File: src/rtl/block_result_accum_if.sv
// Tile handshake bundle between the block multiply stage, the accumulator and its consumer.
// sat_flag exists only when BLOCK_ACC_SAT_EN is defined.
interface block_result_accum_if #(
    parameter int BIT_WIDTH = 16,
    parameter int KBLK_W    = 4
);
    logic                   start;
    logic [KBLK_W-1:0]      num_kblk;
    logic                   ready_start;
    logic [4*BIT_WIDTH-1:0] in_row0;
    logic [4*BIT_WIDTH-1:0] in_row1;
    logic [4*BIT_WIDTH-1:0] in_row2;
    logic [4*BIT_WIDTH-1:0] in_row3;
    logic                   in_done;
    logic                   out_valid;
    logic                   out_ready;
    logic [4*BIT_WIDTH-1:0] out_row0;
    logic [4*BIT_WIDTH-1:0] out_row1;
    logic [4*BIT_WIDTH-1:0] out_row2;
    logic [4*BIT_WIDTH-1:0] out_row3;
    logic                   busy;
    logic                   drop_err;
`ifdef BLOCK_ACC_SAT_EN
    logic                   sat_flag;
`endif

    modport slave (
        input  start, num_kblk, in_row0, in_row1, in_row2, in_row3, in_done, out_ready,
        output ready_start, out_valid, out_row0, out_row1, out_row2, out_row3, busy, drop_err
`ifdef BLOCK_ACC_SAT_EN
        , output sat_flag
`endif
    );

    modport master (
        output start, num_kblk, in_row0, in_row1, in_row2, in_row3, in_done, out_ready,
        input  ready_start, out_valid, out_row0, out_row1, out_row2, out_row3, busy, drop_err
`ifdef BLOCK_ACC_SAT_EN
        , input sat_flag
`endif
    );
endinterface

File: src/rtl/block_result_accum.sv
// Purpose: per-lane accumulation of 4x4 block-multiply results over N K-blocks (BLOCK_ACC_SAT_EN: saturating adds + sat_flag).
// Latency: out_valid rises 1 cycle after the final in_done; tile then held until out_ready.
// Backpressure: tile held in HOLD while out_ready=0; in_done outside ACCUM is dropped and flagged in drop_err.
module block_result_accum #(
    parameter int BIT_WIDTH  = 16,
    parameter int FRAC_WIDTH = 8,
    parameter int KBLK_W     = 4
) (
    input  logic                 clk,
    input  logic                 rst_n,
    block_result_accum_if.slave  bus
);
    localparam int RW = 4 * BIT_WIDTH;

    localparam logic [1:0] S_IDLE  = 2'd0;
    localparam logic [1:0] S_ACCUM = 2'd1;
    localparam logic [1:0] S_HOLD  = 2'd2;

    // Inputs and outputs share one Q format, so FRAC_WIDTH only has to be representable.
    if (FRAC_WIDTH >= BIT_WIDTH) begin : g_bad_q_format
        $error("FRAC_WIDTH must be smaller than BIT_WIDTH");
    end

    logic [1:0]        state;
    logic [KBLK_W-1:0] n_lat;
    logic [KBLK_W-1:0] cnt;
    logic [RW-1:0]     acc     [4];
    logic [RW-1:0]     out_row [4];
    logic [RW-1:0]     in_row  [4];
    logic [RW-1:0]     sum_row [4];
    logic              drop_err;
    logic              handshake;
    logic              ready_start;
    logic              accept_start;
    logic              last_blk;
    logic [KBLK_W-1:0] n_next;
    logic              sat_any;
`ifdef BLOCK_ACC_SAT_EN
    logic              sat_flag;
`endif

    assign in_row[0] = bus.in_row0;
    assign in_row[1] = bus.in_row1;
    assign in_row[2] = bus.in_row2;
    assign in_row[3] = bus.in_row3;

    assign handshake    = (state == S_HOLD) && bus.out_ready;
    assign ready_start  = (state == S_IDLE) || handshake;
    assign accept_start = bus.start && ready_start;
    assign last_blk     = (({1'b0, cnt} + (KBLK_W+1)'(1)) == {1'b0, n_lat});
    assign n_next       = (bus.num_kblk == '0) ? KBLK_W'(1) : bus.num_kblk;

    // Independent per-lane adders; no carry crosses a lane boundary.
    always_comb begin
        logic [BIT_WIDTH-1:0] a;
        logic [BIT_WIDTH-1:0] b;
        logic [BIT_WIDTH:0]   w;
        a       = '0;
        b       = '0;
        w       = '0;
        sat_any = 1'b0;
        for (int r = 0; r < 4; r++) begin
            sum_row[r] = '0;
            for (int l = 0; l < 4; l++) begin
                a = acc[r][l*BIT_WIDTH +: BIT_WIDTH];
                b = in_row[r][l*BIT_WIDTH +: BIT_WIDTH];
`ifdef BLOCK_ACC_SAT_EN
                w = {a[BIT_WIDTH-1], a} + {b[BIT_WIDTH-1], b};
                if (w[BIT_WIDTH] != w[BIT_WIDTH-1]) begin
                    sat_any = 1'b1;
                    sum_row[r][l*BIT_WIDTH +: BIT_WIDTH] = w[BIT_WIDTH] ? {1'b1, {(BIT_WIDTH-1){1'b0}}}
                                                                         : {1'b0, {(BIT_WIDTH-1){1'b1}}};
                end else begin
                    sum_row[r][l*BIT_WIDTH +: BIT_WIDTH] = w[BIT_WIDTH-1:0];
                end
`else
                w = {1'b0, a + b};
                sum_row[r][l*BIT_WIDTH +: BIT_WIDTH] = w[BIT_WIDTH-1:0];
`endif
            end
        end
    end

    always_ff @(posedge clk or negedge rst_n) begin
        if (!rst_n) begin
            state    <= S_IDLE;
            n_lat    <= '0;
            cnt      <= '0;
            drop_err <= 1'b0;
`ifdef BLOCK_ACC_SAT_EN
            sat_flag <= 1'b0;
`endif
            for (int r = 0; r < 4; r++) begin
                acc[r]     <= '0;
                out_row[r] <= '0;
            end
        end else begin
            if (bus.in_done && (state != S_ACCUM)) begin
                drop_err <= 1'b1;
            end
            if (accept_start) begin
                n_lat <= n_next;
                cnt   <= '0;
                state <= S_ACCUM;
`ifdef BLOCK_ACC_SAT_EN
                sat_flag <= 1'b0;
`endif
                for (int r = 0; r < 4; r++) begin
                    acc[r] <= '0;
                end
            end else begin
                case (state)
                    S_ACCUM: begin
                        if (bus.in_done) begin
                            cnt <= cnt + KBLK_W'(1);
`ifdef BLOCK_ACC_SAT_EN
                            sat_flag <= sat_flag | sat_any;
`endif
                            for (int r = 0; r < 4; r++) begin
                                acc[r] <= sum_row[r];
                            end
                            if (last_blk) begin
                                state <= S_HOLD;
                                for (int r = 0; r < 4; r++) begin
                                    out_row[r] <= sum_row[r];
                                end
                            end
                        end
                    end
                    S_HOLD: begin
                        if (handshake) begin
                            state <= S_IDLE;
                        end
                    end
                    S_IDLE: begin
                    end
                    default: begin
                        state <= S_IDLE;
                    end
                endcase
            end
        end
    end

    assign bus.ready_start = ready_start;
    assign bus.out_valid   = (state == S_HOLD);
    assign bus.busy        = (state != S_IDLE);
    assign bus.drop_err    = drop_err;
    assign bus.out_row0    = out_row[0];
    assign bus.out_row1    = out_row[1];
    assign bus.out_row2    = out_row[2];
    assign bus.out_row3    = out_row[3];
`ifdef BLOCK_ACC_SAT_EN
    assign bus.sat_flag    = sat_flag;
`endif
endmodule

File: src/flat_wrapper.sv
// flat-port wrapper written by rule: the top's interface ports become plain ports
module block_result_accum_flat 
#(
    parameter int BIT_WIDTH  = 16,
    parameter int FRAC_WIDTH = 8,
    parameter int KBLK_W     = 4
)
  (clk, rst_n, bus_start, bus_num_kblk, bus_in_row0, bus_in_row1, bus_in_row2, bus_in_row3, bus_in_done, bus_out_ready, bus_ready_start, bus_out_valid, bus_out_row0, bus_out_row1, bus_out_row2, bus_out_row3, bus_busy, bus_drop_err);
  block_result_accum_if #(.BIT_WIDTH(BIT_WIDTH), .KBLK_W(KBLK_W)) bus_i ();
  input  logic clk;
  input  logic rst_n;
  input wire logic [$bits(bus_i.start)-1:0] bus_start;
  input wire logic [$bits(bus_i.num_kblk)-1:0] bus_num_kblk;
  input wire logic [$bits(bus_i.in_row0)-1:0] bus_in_row0;
  input wire logic [$bits(bus_i.in_row1)-1:0] bus_in_row1;
  input wire logic [$bits(bus_i.in_row2)-1:0] bus_in_row2;
  input wire logic [$bits(bus_i.in_row3)-1:0] bus_in_row3;
  input wire logic [$bits(bus_i.in_done)-1:0] bus_in_done;
  input wire logic [$bits(bus_i.out_ready)-1:0] bus_out_ready;
  output wire logic [$bits(bus_i.ready_start)-1:0] bus_ready_start;
  output wire logic [$bits(bus_i.out_valid)-1:0] bus_out_valid;
  output wire logic [$bits(bus_i.out_row0)-1:0] bus_out_row0;
  output wire logic [$bits(bus_i.out_row1)-1:0] bus_out_row1;
  output wire logic [$bits(bus_i.out_row2)-1:0] bus_out_row2;
  output wire logic [$bits(bus_i.out_row3)-1:0] bus_out_row3;
  output wire logic [$bits(bus_i.busy)-1:0] bus_busy;
  output wire logic [$bits(bus_i.drop_err)-1:0] bus_drop_err;
  assign bus_i.start = bus_start;
  assign bus_i.num_kblk = bus_num_kblk;
  assign bus_i.in_row0 = bus_in_row0;
  assign bus_i.in_row1 = bus_in_row1;
  assign bus_i.in_row2 = bus_in_row2;
  assign bus_i.in_row3 = bus_in_row3;
  assign bus_i.in_done = bus_in_done;
  assign bus_i.out_ready = bus_out_ready;
  assign bus_ready_start = bus_i.ready_start;
  assign bus_out_valid = bus_i.out_valid;
  assign bus_out_row0 = bus_i.out_row0;
  assign bus_out_row1 = bus_i.out_row1;
  assign bus_out_row2 = bus_i.out_row2;
  assign bus_out_row3 = bus_i.out_row3;
  assign bus_busy = bus_i.busy;
  assign bus_drop_err = bus_i.drop_err;
  block_result_accum #(.BIT_WIDTH(BIT_WIDTH), .FRAC_WIDTH(FRAC_WIDTH), .KBLK_W(KBLK_W)) u_core (.clk(clk), .rst_n(rst_n), .bus(bus_i));
endmodule
File: config.mk
export PLATFORM = sky130hd
export DESIGN_NAME = block_result_accum_flat
export DESIGN_NICKNAME = d
export VERILOG_FILES = /design/src/rtl/block_result_accum_if.sv /design/src/rtl/block_result_accum.sv /design/src/flat_wrapper.sv
export SDC_FILE = /design/constraint.sdc
export NUM_CORES = 1
export LEC_CHECK = 0
export CORE_AREA = 10 10 233 401
export CTS_BUF_LIST = sky130_fd_sc_hd__clkbuf_4 sky130_fd_sc_hd__clkbuf_8
export DETAILED_ROUTE_END_ITERATION = 10
export DIE_AREA = 0 0 243 411
export DONT_BUFFER_PORTS = 1
export GPL_TIMING_DRIVEN = 1
export PLACE_DENSITY_LB_ADDON = 0.3
export REMOVE_ABC_BUFFERS = 1
export SLEW_MARGIN = 25
export SYNTH_ARGS = -nofsm -noshare
export SYNTH_HDL_FRONTEND = slang
export SYNTH_SLANG_ARGS = --single-unit
File: constraint.sdc
create_clock -name clk -period 3.4 [get_ports clk]
set_input_delay 0.85 -clock clk [delete_from_list [all_inputs] [get_ports clk]]
set_output_delay 0.85 -clock clk [all_outputs]
set_load 0.02 [all_outputs]
-- Word level (Yosys, flattened, before mapping)
Index checks and enable logic that the tools add are counted.
- input port bits: 265
- output and inout port bits: 260
- word-level logic and storage cells: 63
- flip-flop bits (word level): 523
- reductions and logical operators: 12
- bitwise operators: 1
- add/subtract/negate cells: 18
- equal/unequal tests: 8
- muxes and demuxes: 12
- operators with widths (operator ; number):
    256-bit 2-to-1 mux ; 3
    16-bit adder ; 16
    4-bit 2-to-1 mux ; 4
    2-bit 2-to-1 mux ; 4
    4-bit AND reduction ; 2
    3-bit by 1-bit inequality test with 1-bit output, second input constant ; 2
    2-bit one-hot mux with 3 select lines ; 1
    2-bit nonzero test ; 3
    4-bit by 1-bit adder with 5-bit output, second input constant ; 1
    5-bit by 4-bit == test with 1-bit output ; 1
    4-bit by 1-bit adder with 4-bit output, second input constant ; 1
    4-bit logical NOT ; 1
    2-bit by 1-bit inequality test with 1-bit output, second input constant ; 2
    1-bit logical AND ; 3
    3-bit by 2-bit inequality test with 1-bit output, second input constant ; 1
    2-bit by 1-bit == test with 1-bit output, second input constant ; 1
    2-bit == test, second input constant ; 1
    2-bit logical NOT ; 1
    2-bit AND reduction ; 1
    1-bit logical OR ; 1
    1-bit inverter ; 1

-- Logic depth before layout (Yosys ltp)
Gate-level depths: netlist (run 1).
- word-level depth: 6
- mapped depth: 12
- gate-level depth less buffers: 11

-- Worst setup path after synthesis (run 1)
No wires, ideal clock.
- path type: input to register
- start point: in bus_in_row0[16]
- end point: reg u_core.acc[222] (netlist name)
- setup slack: 153 ps
- buffers on the path: 0
- required time: 3267 ps
- arrival: 3114 ps
- library setup time: 133 ps
- stages: 10
- path through: ha_1 > fa_1 > a21o_1 > a21oi_1 > o21ai_1 > o41ai_1 > o211ai_1 > a31oi_1 > xor2_1 > o21ai_0
- cells in the longest elaborated chain, start to end: 4
- RTL lines (what ; line ; text):
    from (decl) ; flat_wrapper.sv:14 ; input wire logic [$bits(bus_i.in_row0)-1:0] bus_in_row0;
    16-bit adder ; block_result_accum.sv:77 ; w = {1'b0, a + b};
    256-bit 2-to-1 mux ; block_result_accum.sv:114 ; if (bus.in_done) begin
    256-bit 2-to-1 mux ; block_result_accum.sv:112 ; case (state)
    256-bit 2-to-1 mux ; block_result_accum.sv:101 ; if (accept_start) begin
    to (signal, indexed assignment) ; block_result_accum.sv:120 ; acc[r] <= sum_row[r];
    to (decl) ; block_result_accum.sv:27 ; logic [RW-1:0] acc [4];
No other way between the ends. The select of a mux whose other input is x is not followed.
A chain may end at the register's enable or synchronous reset.

-- Final worst setup path (run 1)
- start point: reg u_core.acc[192] (netlist name)
- end point: reg u_core.acc[206] (netlist name)
- cells in the longest elaborated chain, start to end: 4
- RTL lines (what ; line):
    16-bit adder ; block_result_accum.sv:77
    256-bit 2-to-1 mux ; block_result_accum.sv:114
    256-bit 2-to-1 mux ; block_result_accum.sv:112
    256-bit 2-to-1 mux ; block_result_accum.sv:101
No other way between the ends. The select of a mux whose other input is x is not followed.

==> key figures, run 1 <==
Drt
  • Total iterations of the first detailed-routing run: 7
  • DRC violations left: 0
  • Detailed Route Iter0 Violations: 1014
  • Post-detailed-routing wire length: 92000 um
  • Per-cell via count in the routed design: 5.26
  • Remaining number of nets flagged by the antenna check after routing: 0
  • Final routed wire length divided by cell count: 20.9 um
  • Routed via count: 23200

Worst setup path
  • Largest driver fanout on the critical path: 4
  • Crit end category: flop
  • Source of the worst register-to-register timing path: u_core.acc[192]
  • Category of the most critical setup path: reg2reg
  • Critical Path Start Type: flop
  • Data required time of the worst path: 3.96 ns
  • Crit path DAT: 3.47 ns
  • Path depth of the worst reg2reg path: 11
  • Reg-to-reg setup timing slack: 0.49 ns
  • Destination of the worst register-to-register timing path: u_core.acc[206]

CTS
  • Source-to-sink clock delay at the later pin of the worst-skew pair: 0.73 ns
  • CTS Sinks: 523
  • Number of buffers created by CTS: 87
  • Count of cells resized by post-cts repair: 0
  • CTS tree: built
  • Number of H-tree branching levels: 3
  • Clock Pin Slew Worst Setup and Hold Paths: 0.06 ns
  • Max clock buf depth: 3
  • Clock root buffer: clkbuf_8

Logic synthesis
  • Area share of the leading cell type in the synthesized netlist: 43.5%
  • Area of the mapped netlist: 30100 um2
  • Synthesized instance count: 3176
  • Dominant synthesized flop cell: dfrtp_1
  • Average footprint of a synthesized cell: 9.48 um2
  • Flip-flop and latch count after synthesis: 523
  • EDFF count, synth: 0
  • Leading post-synthesis cells by instance count: dfrtp_1 (523), o21ai_0 (484), nand2_1 (409)
  • Number of distinct standard cells referenced by the synthesized netlist: 85
  • Top cells by area in the synthesized netlist: dfrtp_1 (43%), ha_1 (10%), o21ai_0 (8.0%)
  • Warning count from the yosys run: 0
  • Register area share after synthesis: 43.5%
  • Synth area leader: dfrtp_1
  • Post-synthesis async set-or-reset flop share: 100%
  • Most frequently used cell type in the post-synthesis netlist: dfrtp_1

Placement
  • Setup slack after placement: 0.0151 ns
  • RePlAce Congestion: 0.850
  • Port Buffer Count: 0
  • Final HPWL DP: 66700 um

Run status
  • Outcome: complete, but fails checks
  • Failing checks: negative hold slack, max-slew violations

Finish
  • Post-layout nets: 3691
  • Proportion of layout cells with a drive suffix above 1: 9.54%
  • Synth-to-Final Area Change: 11.1%

Die
  • Floorplan die area: 99900 um2
  • Total core area: 86600 um2
  • Vert. Die Dim: 411 um
  • Effective utilization at floorplan: 34.8%
  • I/O pin cnt: 525
  • Horizontal die dimension: 243 um
  • # rows: 143

Timing
  • Count of endpoints failing hold in the final timing report: 174
  • Worst Hold Slack: -0.165 ns
  • Number of slew-limit violations in the final report: 32
  • Slew at the pin with the worst max-slew slack: 1.54 ns
  • Final critical-path share of the clock period: 85.5%
  • Min Tclk post-route: 2.91 ns
  • Worst max-slew margin expressed relative to the limit: -2.40%
  • FMAX: 344 MHz
  • Setup-violating endpoint count in the final report: 0
  • Setup slack of the critical path after layout: 0.492 ns
  • Worst clock skew on the final layout: 0.0295 ns
  • Unrepaired setup endpoints after global routing: false

Global routing
  • Total global routing track utilization: 18.1%
  • Antenna violations before repair: 14
  • Global-route wire length before repair: 143000 um
  • Number of global-route vias before repair: 23700
  • Maximum number of pins on one net before global-route repair: 524
  • Final global-route overflow total: 0

Pwr
  • Power density over cell area: 1040 nW/um2
  • P_leak: 0.0156 uW
  • Maximum VDD drop: 0.605 mV

Flow run
  • Count of max-cap constraint violations: 0

Worst hold path
  • HP Class: in2async
## worst max path at each step
| stage | to | cells past startpoint | start | slack [ns] |
|---|---|---|---|---|
| 2_1_floorplan | u_core.bus.out_row0[0] | 3 | bus_in_done | -11.00 |
| 3_3_place_gp | u_core.acc[206] | 11 | bus_in_row0[0] | 0.07 |
| 3_5_place_dp | u_core.acc[206] | 11 | bus_in_row0[0] | 0.02 |
| 4_1_cts | u_core.acc[206] | 11 | u_core.acc[192] | 0.46 |
| 5_1_grt | u_core.acc[206] | 11 | u_core.acc[192] | 0.22 |
| 6_report | u_core.acc[206] | 11 | u_core.acc[192] | 0.49 |
## worst max-delay path: stages, from the launching register on
cell	delay (ns)
dfrtp_1	0.39
ha_1	0.26
fa_1	0.43
a21o_1	0.19
a21oi_1	0.24
o21ai_1	0.15
o41ai_1	0.26
buf_4	0.20
o211ai_1	0.12
a31oi_1	0.22
xor2_1	0.19
o21ai_0	0.09
## area by class of cell
cell class | instances | area (um2)
Clock buffer | 124 | 1610
Clock inverter | 36 | 364
Fill cell | 8738 | 53200
Timing Repair Buffer | 44 | 468
Multi-Input combinational cell | 2451 | 16200
Sequential cell | 523 | 13100
Antenna cell | 3 | 7.51
Tap cell | 1160 | 1450
Inverter | 62 | 233
## what timing repair did
| action | CTS | global route |
|---|---|---|
| hold endpoints to repair | 523 | 523 |
| endpoints found under the setup margin | 0 | 0 |
| setup buffers | 0 | 0 |
## power breakdown
| part | internal (uW) | switching (uW) |
|---|---|---|
| registers | 8970 | 3750 |
| clock network | 3540 | 2810 |
| logic | 6560 | 9110 |
| total | 19100 | 15700 |
## logic make-up after synthesis
group / Yosys count / share of synthesized area, %
buf+inv: 202 / 2.73
simple gates: 959 / 14.6
xor+xnor: 228 / 6.93
flops: 523 / 43.5
compound gates: 952 / 19.2
fa+ha+maj: 257 / 11.1
mux: 55 / 2.04
## cell usage in the layout (no fill, tap or decap), drive strengths merged, types with 21 or more instances in the layout
cell type | synthesis | routed
dfrtp | 523 | 523
o21ai | 513 | 513
nand2 | 409 | 409
ha | 241 | 241
nand3 | 232 | 232
a21oi | 154 | 154
clkbuf | 91 | 124
xor2 | 120 | 120
nor2 | 114 | 114
xnor2 | 102 | 102
a21o | 77 | 77
inv | 62 | 66
nor3 | 61 | 61
buf | 49 | 44
mux2 | 39 | 39
o21bai | 38 | 38
and3 | 36 | 36
clkinv | 0 | 22
a31oi | 21 | 21
## sequential cells by signal, summed over array words and instances, names as in the netlist
signal               cells
u_core.n_lat             4
u_core.cnt               4
u_core.bus.out_row3     64
u_core.state             2
u_core.bus.out_row1     64
u_core.bus.out_row0     64
u_core.bus.drop_err      1
u_core.bus.out_row2     64
u_core.acc             256
## per-layer routing
metal,track usage (%),vias up,routed length [um]
met2,32.1,551,46200
met3,6.56,113,8030
met1,19.8,11100,35600
met4,5.67,18,2080
li1,-,11300,-
met5,0,-,124
## stage by stage
stage          util, %  power [uW]  cells  instance area, um2  setup TNS [ns]
2_1_floorplan        -       24000   3036               29500        -3820.60
3_3_place_gp      36.3       28400   4240               31500               0
3_5_place_dp      36.3       28700   4240               31500               0
4_1_cts           38.6       35300   4400               33400               0
5_1_grt           38.6       37900   4402               33400               0
6_report          38.6       34700   4403               33400               0
No activity file was read; power rests on OpenSTA's default activity.
==> inputs of run 2 (changes only) <==
--- a/config.mk
+++ b/config.mk
@@ -5,10 +5,10 @@
 export SDC_FILE = /design/constraint.sdc
 export NUM_CORES = 1
 export LEC_CHECK = 0
-export CORE_AREA = 10 10 233 401
+export CORE_AREA = 2 2 243 425
 export CTS_BUF_LIST = sky130_fd_sc_hd__clkbuf_4 sky130_fd_sc_hd__clkbuf_8
 export DETAILED_ROUTE_END_ITERATION = 10
-export DIE_AREA = 0 0 243 411
+export DIE_AREA = 0 0 245 427
 export DONT_BUFFER_PORTS = 1
 export GPL_TIMING_DRIVEN = 1
 export PLACE_DENSITY_LB_ADDON = 0.3
==> constraint.sdc (replaced) <==
create_clock -name clk -period 2.83 [get_ports clk]
set_input_delay 0.7075 -clock clk [delete_from_list [all_inputs] [get_ports clk]]
set_output_delay 0.7075 -clock clk [all_outputs]
set_load 0.02 [all_outputs]
==> run 2 against run 1 <==
Against the previous run: cell count up 7.4%; worst setup slack lost 0.37 ns; utilization is 3.9 points lower; critical endpoint is now u_core.bus.out_row3[30]; die area rose by 4.7%; wire length rose by 0.42%; critical path depth unchanged; the flow now finishes without violations; clock power grew 26%; combinational power grew 32%; first-iteration DRC count fell by 16%.
==> key figures, run 2 (synthesis gave the netlist of run 1 again) <==
Run status
  • Outcome: completed

CTS
  • Clock Pin Slew Worst Setup and Hold Paths: 0.07 ns (about the same)
  • Number of buffers created by CTS: 90 (+3.4%)
  • Clock root buffer: clkbuf_8
  • CTS Sinks: 523 (unchanged)
  • Number of H-tree branching levels: 3 (unchanged)
  • Max clock buf depth: 3 (unchanged)
  • CTS tree: built
  • Source-to-sink clock delay at the later pin of the worst-skew pair: 0.77 ns (+0.04 ns)

Worst hold path
  • Hold Path Origin: bus_num_kblk[0]
  • Worst hold stages: 2
  • HP Class: in2reg
  • End point of the most critical hold path: u_core.n_lat[0]

Global routing
  • Met3 track utilization from global routing: 6.97% (+0.42 points)
  • Total global routing track utilization: 17.4% (-0.71 points)
  • Global-route wire length before repair: 141000 um (-1.4%)
  • Grt met1 use: 18.5% (-1.3 points)
  • Gr busiest metal: met2
  • Antenna violations before repair: 17 (+3)
  • GR met2 Demand/Resource: 30.0% (-2.1 points)
  • Maximum number of pins on one net before global-route repair: 524 (unchanged)
  • Final global-route overflow total: 0 (unchanged)
  • Number of global-route vias before repair: 24200 (+2.0%)

Timing
  • Setup slack of the critical path after layout: 0.118 ns (-0.374 ns)
  • Number of slew-limit violations in the final report: 0 (-100%)
  • FMAX: 369 MHz (+7.2%)
  • Final critical-path share of the clock period: 95.8% (+10 points)
  • Min Tclk post-route: 2.71 ns (-0.196 ns)
  • Slew at the pin with the worst max-slew slack: 0.926 ns (-0.610 ns)
  • Worst clock skew on the final layout: 0.0311 ns (+0.00164 ns)
  • Worst max-slew margin expressed relative to the limit: 38.3% (+41 points)
  • Setup-violating endpoint count in the final report: 0 (unchanged)
  • Unrepaired setup endpoints after global routing: true
  • Final sum of negative setup slack: 0 ns (unchanged)
  • Count of endpoints failing hold in the final timing report: 0 (-100%)

Worst setup path
  • Data required time of the worst path: 3.49 ns (-0.47 ns)
  • Reg-to-reg setup timing slack: 0.12 ns (-0.37 ns)
  • Destination of the worst register-to-register timing path: u_core.bus.out_row3[30]
  • CP peak stage delay: 0.41 ns (-0.02 ns)
  • Slowest cell on crit path: dfrtp_1
  • Critical Path Start Type: flop
  • Largest driver fanout on the critical path: 2 (-2)
  • Category of the most critical setup path: reg2reg
  • Cell family with the largest share of critical-path delay: compound AO/OA/AOI/OAI gates
  • Crit path DAT: 3.38 ns (-0.09 ns)
  • Path depth of the worst reg2reg path: 11 (unchanged)
  • Crit-path cells: ha_4 > fa_2 > a21o_1 > a21oi_2 > buf_4 > o21bai_1 > a21oi_2 > o21bai_1 > and4_1 > or3_4 > a31o_2
  • Crit path buffers/inverters: 1 (unchanged)
  • Crit end category: flop
  • Source of the worst register-to-register timing path: u_core.acc[16]

Finish
  • # fillers: 10400 (+19%)
  • Final cell utilization of the core: 34.8% (-3.9 points)
  • Synth-to-Final Area Change: 17.1%
  • Register containing the most flip-flops in the final layout: u_core.acc
  • Post-layout nets: 3845 (+4.2%)
  • Number of flip-flops in the largest register: 256 (unchanged)
  • Proportion of layout cells with a drive suffix above 1: 15.0% (+5.4 points)
  • Most frequent standard cell in the layout excluding fill and tap cells: dfrtp_1
  • Leading cell types in the layout, fill and taps excluded: dfrtp_1 (523), o21ai_0 (471), nand2_1 (407)

Die
  • # rows: 155 (+8.4%)
  • Vert. Die Dim: 427 um (+3.9%)
  • Horizontal die dimension: 245 um (+0.82%)
  • Floorplan die area: 105000 um2 (+4.7%)
  • Effective utilization at floorplan: 29.7% (-5.1 points)
  • I/O pin cnt: 525 (unchanged)
  • Total core area: 101000 um2 (+17%)

Placement
  • RePlAce Congestion: 0.865 (+1.7%)
  • Port Buffer Count: 0 (unchanged)
  • Setup slack after placement: -0.456 ns (-0.471 ns)
  • Final HPWL DP: 66800 um (+0.15%)

Drt
  • Routed via count: 23800 (+2.9%)
  • Per-cell via count in the routed design: 5.04 (-4.3%)
  • DRC violations left: 0 (unchanged)
  • Final routed wire length divided by cell count: 19.5 um (-6.5%)
  • Post-detailed-routing wire length: 92400 um (+0.42%)
  • Detailed Route Iter0 Violations: 854 (-16%)
  • Remaining number of nets flagged by the antenna check after routing: 0 (unchanged)
  • Total iterations of the first detailed-routing run: 5 (-2)

Pwr
  • Power density over cell area: 1240 nW/um2 (+20%)
  • P_leak: 0.0164 uW (+5.3%)
  • Maximum VDD drop: 0.635 mV (+5.0%)
  • Total power consumption of the routed design: 43900 uW (+26%)

Flow run
  • Count of max-cap constraint violations: 0 (unchanged)
==> run 2: changes by cell type in the layout (fill, tap and decap cells not counted), sizes merged, moves of 4 or more <==
cell,before,now
buf,44,191
clkinv,22,16
diode,3,7
dlygate4sd3,0,4
==> run 2: metrics by stage <==
step                      hold WS [ns]  cells  cell area [um2]
after global routing            0.0815   4731            35300
after floorplan                  0.412   3036            29500
final                            0.121   4731            35300
after global placement           0.434   4550            32700
after detailed placement         0.433   4550            32700
after CTS                       -0.456   4712            34800
==> run 2: worst max path at each step <==
stage | start | to | slack, ns | cells after the start
CTS | u_core.acc[240] | u_core.acc[252] | 0.01 | 10
global route | u_core.acc[224] | u_core.acc[238] | -0.05 | 11
floorplan | bus_in_done | u_core.bus.out_row0[0] | -11.43 | 3
detailed placement | bus_in_row3[0] | u_core.acc[14] | -0.46 | 11
finish | u_core.acc[16] | u_core.bus.out_row3[30] | 0.12 | 11
global placement | bus_in_row3[0] | u_core.acc[14] | -0.48 | 11
==> run 2: timing repair <==
| item | CTS | global route |
|---|---|---|
| gates resized for setup | 11 | 63 |
| pin swaps | 4 | 54 |
| buffers inserted | 0 | 7 |
| hold buffers | 3 | 1 |
| hold endpoints to repair | 526 | 37 |
| setup endpoints to repair | 12 | 65 |
==> run 2: cell type report <==
type | count | area, um2 | area share (%)
antenna | 7 | 17.5 | 0.0497
multi-input combinational | 2451 | 16500 | 46.8
clock buffer | 127 | 1640 | 4.64
tap | 1334 | 1670 | 4.73
clock inverter | 32 | 385 | 1.09
inverter | 62 | 233 | 0.660
sequential | 523 | 13100 | 37.1
timing repair buffer | 195 | 1720 | 4.89
==> run 2: where the power goes <==
| group | internal, uW | switching, uW | total, uW |
|---|---|---|---|
| sequential | 10800 | 4440 | 15200 |
| combinational | 9120 | 11600 | 20700 |
| clock | 4460 | 3510 | 7970 |
==> run 2: metal layers <==
layer	part of all wire [%]	up-vias
met1	38	11400
li1	-	11700
met5	0.11	-
met4	3.6	16
met3	9.3	160
met2	49	565
